## src/rtl/config_pkg.sv

```systemverilog
// Shared fixed-point configuration for the rowwise pipeline: row width, element
// format, reduction selector and the saturating fixed-point adder.
package config_pkg;

  localparam int unsigned D       = 8;
  localparam int unsigned FP_W    = 16;
  localparam int unsigned FP_FRAC = 8;
  localparam int unsigned IDX_W   = $clog2(D);

  typedef logic signed [FP_W-1:0] fixed_point_t;
  typedef fixed_point_t [D-1:0]   vector_t;

  typedef enum logic {
    RED_SUM,
    RED_MAX
  } reduce_op_t;

  localparam fixed_point_t FIXED_POINT_MIN = {1'b1, {(FP_W-1){1'b0}}};
  localparam fixed_point_t FIXED_POINT_MAX = {1'b0, {(FP_W-1){1'b1}}};

  // Saturating add: overflow is detected when the two top bits of the
  // one-bit-wider sum disagree.
  function automatic fixed_point_t fixed_point_add(input fixed_point_t a,
                                                   input fixed_point_t b);
    logic signed [FP_W:0] s;
    s = {a[FP_W-1], a} + {b[FP_W-1], b};
    if (s[FP_W] != s[FP_W-1]) begin
      return s[FP_W] ? FIXED_POINT_MIN : FIXED_POINT_MAX;
    end
    return s[FP_W-1:0];
  endfunction

endpackage

```

## src/rtl/rowwise_reduce.sv

```systemverilog
// Serial row reducer: captures one D-element row, folds it element by element
// into a SUM or a signed MAX (with argmax), then holds the result until taken.
module rowwise_reduce
  import config_pkg::*;
#(
  parameter reduce_op_t reduction = RED_SUM
) (
  input  logic               clk_i,
  input  logic               rst_ni,
  input  vector_t            vector_i,
  input  logic               in_valid_i,
  output logic               in_ready_o,
  output fixed_point_t       scalar_o,
  output logic [IDX_W-1:0]   index_o,
  output logic               out_valid_o,
  input  logic               out_ready_i
);

  typedef enum logic [1:0] {
    S_IDLE,
    S_ACCUM,
    S_DONE
  } state_t;

  localparam fixed_point_t ACC_INIT = (reduction == RED_MAX) ? FIXED_POINT_MIN : '0;

  state_t             r_state;
  state_t             w_state_nx;
  vector_t            r_vec;
  fixed_point_t       r_acc;
  fixed_point_t       w_acc_nx;
  fixed_point_t       w_elem;
  logic [IDX_W-1:0]   r_cnt;
  logic [IDX_W-1:0]   r_idx;
  logic [IDX_W-1:0]   w_idx_nx;
  logic               w_accept;
  logic               w_last;

  assign w_accept = (r_state == S_IDLE) && in_valid_i;
  assign w_last   = (r_cnt == IDX_W'(D - 1));
  assign w_elem   = r_vec[r_cnt];

  always_ff @(posedge clk_i or negedge rst_ni) begin
    if (!rst_ni) begin
      r_state <= S_IDLE;
    end else begin
      r_state <= w_state_nx;
    end
  end

  always_comb begin
    w_state_nx = r_state;
    unique case (r_state)
      S_IDLE:  if (in_valid_i)  w_state_nx = S_ACCUM;
      S_ACCUM: if (w_last)      w_state_nx = S_DONE;
      S_DONE:  if (out_ready_i) w_state_nx = S_IDLE;
      default:                  w_state_nx = S_IDLE;
    endcase
  end

  generate
    if (reduction == RED_MAX) begin : g_max
      // Strict compare keeps the earliest index on ties.
      always_comb begin
        w_acc_nx = r_acc;
        w_idx_nx = r_idx;
        if (w_elem > r_acc) begin
          w_acc_nx = w_elem;
          w_idx_nx = r_cnt;
        end
      end
    end else begin : g_sum
      always_comb begin
        w_acc_nx = fixed_point_add(r_acc, w_elem);
        w_idx_nx = r_idx;
      end
    end
  endgenerate

  always_ff @(posedge clk_i or negedge rst_ni) begin
    if (!rst_ni) begin
      r_vec <= '0;
      r_acc <= '0;
      r_cnt <= '0;
      r_idx <= '0;
    end else if (w_accept) begin
      r_vec <= vector_i;
      r_acc <= ACC_INIT;
      r_cnt <= '0;
      r_idx <= '0;
    end else if (r_state == S_ACCUM) begin
      r_acc <= w_acc_nx;
      r_idx <= w_idx_nx;
      if (!w_last) begin
        r_cnt <= r_cnt + IDX_W'(1);
      end
    end
  end

  assign in_ready_o  = (r_state == S_IDLE);
  assign out_valid_o = (r_state == S_DONE);
  assign scalar_o    = r_acc;
  assign index_o     = (reduction == RED_MAX) ? r_idx : '0;

endmodule

```

## config.mk

```make
export PLATFORM = sky130hd
export DESIGN_NAME = rowwise_reduce
export DESIGN_NICKNAME = d
export VERILOG_FILES = /design/src/rtl/config_pkg.sv /design/src/rtl/rowwise_reduce.sv
export SDC_FILE = /design/constraint.sdc
export NUM_CORES = 1
export LEC_CHECK = 0
export ABC_CLOCK_PERIOD_IN_PS = 4550
export CAP_MARGIN = 40
export CORE_AREA = 2 2 166 168
export CTS_CLUSTER_SIZE = 20
export DETAILED_ROUTE_END_ITERATION = 7
export DIE_AREA = 0 0 168 170
export SKIP_CTS_REPAIR_TIMING = 1
export SYNTH_ARGS = -nofsm -noshare
export SYNTH_HDL_FRONTEND = slang
export SYNTH_SLANG_ARGS = --single-unit
```

## constraint.sdc

```tcl
create_clock -name clk_i -period 4.55 [get_ports clk_i]
set_input_delay 0.455 -clock clk_i [delete_from_list [all_inputs] [get_ports clk_i]]
set_output_delay 0.455 -clock clk_i [all_outputs]
set_load 0.03 [all_outputs]
```

==> results.cfg <==
[run_status]
status = finished clean

[clock_network]
cts_tree = done
cts_buffer_depth = 2
cts-htree-levels = 4
clkTransAtPathRegs_ps = 60
clock_latency_ps = 430
clockRootBuffer = clkbuf_16
clock_sinks = 149
numCtsBuffers = 17

[timing]
finalCriticalPeriod_ps = 4010
worst_slew_pin_slew_ps = 910
maxSlewViolCount = 0
hold_ws_ps = 392
rsz0062_at_grt = false
fmax_mhz = 249
slew_headroom_pct = 39.2
clock_skew_ps = 11.0
hold_viol_final = 0
fin_tns_setup_ps = 0
setup_violations = 0
fin_ws_ps = 535
period_share_pct = 88.2

[worst_setup_path]
critPathCaptureType = register
cpMostUsedCell = buf_4
cp-start-kind = register
worstPathCellList = buf_4 > mux4_2 > mux2_2 > ha_1 > a21oi_1 > o21ai_2 > o31ai_2 > o21ai_1 > xor2_2 > buf_4 > maj3_2 > a22o_1
reg2reg_to = scalar_o[13]
r2r-start = r_cnt[0]
cp.required_ps = 4860
r2r_cells = 12
crit_path_top_delay_cell = dfrtp_2
crit_type = register to register
cp_max_fo = 16
cp.arrival_ps = 4320
rrSetupSlack_ps = 540
max_stage_delay_ps = 770

[route]
drcViolationCount = 0
finalWirelength_um = 19100
drtPass1Iterations = 4
via_per_inst = 4.66
drt_iter0_drc = 379
vias = 4804
drt.antenna.violating_nets = 0
wl_per_cell_um = 18.6

[floorplan]
ios = 153
row_count = 60
initial_core_util_pct = 27.7
core_sq_mm = 0.0267
fp.dieArea_sq_mm = 0.0286
die_w_um = 168
die_y_um = 170

[placed_design]
place_hpwl_um = 14500
placed_cells = 997
portBuffers = 149
dp_slack_ps = 483
routabilityCongestion = 0.872

[global_routing]
track_usage_pct = 13.8
antenna_found_initial = 0
grt_max_degree = 94
grt_pass1_wl_um = 29600
grt_pass1_vias = 5075
grt_overflow_total = 0

[synth]
synthCells = 528
synth_top_cell_by_area = dfrtp_1
avgSynthCellArea_sq_um = 14.0
synth-edff-count = 0
yosysSeqAreaShare_pct = 50.6
yosysUniqueCellTypes = 44
synth.top_cell.area_share_pct = 50.6
synth_warnings = 0
syn_area_sq_mm = 0.00737
synth_top_cells_by_area = dfrtp_1 (51%), mux2_2 (22%), mux4_2 (9.8%)
ys_ff_latch = 149
synth_async_sr_flop_share_pct = 100
synthFlopType = dfrtp_1

[power_and_ir_drop]
p_per_area_mw_per_mm2 = 967
irDropWorstVdd_v = 0.000529
p_leak_nw = 3.95
p_total_mw = 9.57

[cells_and_area]
diodes = 0
area_growth_pct = 34.3
multi_input_area_sq_mm = 0.00346
nets = 827
final_cell_mix = clkdlybuf4s50_1 (148), dfrtp_1 (147), mux2_2 (145)
final_cells = 1030
final_common_cell = clkdlybuf4s50_1
fillCellCount = 2554
drive_gt1_share_pct = 33.2
regArea_sq_mm = 0.00373

[job]
drv_cap = 0

[min_path]
hold_path_class = input pin to asynchronous set/reset pin
==> cells in the mapped netlist (2+ instances only) <==
master,number
xor2_1,5
a22o_1,5
mux2_2,145
o22ai_1,13
a311oi_1,2
o21ai_0,18
dfrtp_1,149
clkbuf_1,20
buf_4,4
a21o_1,2
a21oi_1,25
nor2b_1,2
a21boi_0,2
nand3_1,4
nand2b_1,2
maj3_2,2
ha_1,18
buf_2,10
o211ai_1,2
nand2_1,24
nor2_1,9
mux4_2,32
inv_1,5
xnor2_1,8
==> layout make-up <==
cell class	instances	share of cell area [%]
Clock buffer	21	4.55
Clock inverter	11	1.77
Inverter	5	0.190
Multi-Input combinational cell	340	35.0
Sequential cell	149	37.7
Tap cell	341	4.31
Timing Repair Buffer	163	16.5
==> power by group <==
group | switching [mW] | total [mW] | internal (mW)
clock network | 0.560 | 1.49 | 0.935
logic | 2.76 | 5.50 | 2.73
registers | 0.527 | 2.58 | 2.05
total | 3.85 | 9.57 | 5.72
==> routing by layer <==
layer | global-route usage, % | vias to the layer above | part of all wire, % | wire, um
met5 | 0 | - | 0 | 0
met4 | 2.95 | 0 | 0.87 | 166
met3 | 3.60 | 12 | 5.1 | 966
met2 | 22.6 | 142 | 48 | 9090
met1 | 18.4 | 2392 | 47 | 8890
li1 | - | 2258 | - | -
==> metrics by stage <==
step           util (%)  area (sq um)
2_1_floorplan         -          7380
4_1_cts            37.1          9890
5_1_grt            37.1          9900
6_report           37.1          9900
3_3_place_gp       34.7          9240
3_5_place_dp       34.8          9260
==> worst max-delay path by stage <==
| stage | startpoint | end | slack [ps] |
|---|---|---|---|
| 2_1_floorplan | r_cnt[0] | scalar_o[13] | 720 |
| 3_3_place_gp | r_cnt[0] | scalar_o[13] | 560 |
| 3_5_place_dp | r_cnt[0] | scalar_o[13] | 480 |
| 4_1_cts | r_cnt[0] | scalar_o[13] | 480 |
| 5_1_grt | r_cnt[0] | scalar_o[8] | 220 |
| 6_report | r_cnt[0] | scalar_o[13] | 540 |
==> flip-flops by register name (all words and copies together), names as in the netlist <==
signal,flops
r_vec,128
r_cnt,3
r_state,2
scalar_o,16
==> worst max-delay path: cells and delay by family (launching register included) <==
family / cells / cell delay (ps)
adder cells (fa/ha/maj): 2 / 670
XOR/XNOR: 1 / 160
buffers and inverters: 2 / 530
AO/OA/AOI/OAI: 5 / 980
flip-flops: 1 / 770
multiplexers: 2 / 780
==> kinds of logic (layout without fill, tap and decap cells) <==
logic type	count (synthesis)	in the layout	share of synthesized area, %
mux	177	177	31.9
flops	149	149	50.6
compound gates	81	81	6.91
simple gates	44	44	2.56
buf+inv	41	200	2.56
fa+ha+maj	21	21	3.63
xor+xnor	14	14	1.77
other cells	1	3	0.0509
(Power assumes the default switching activity.)
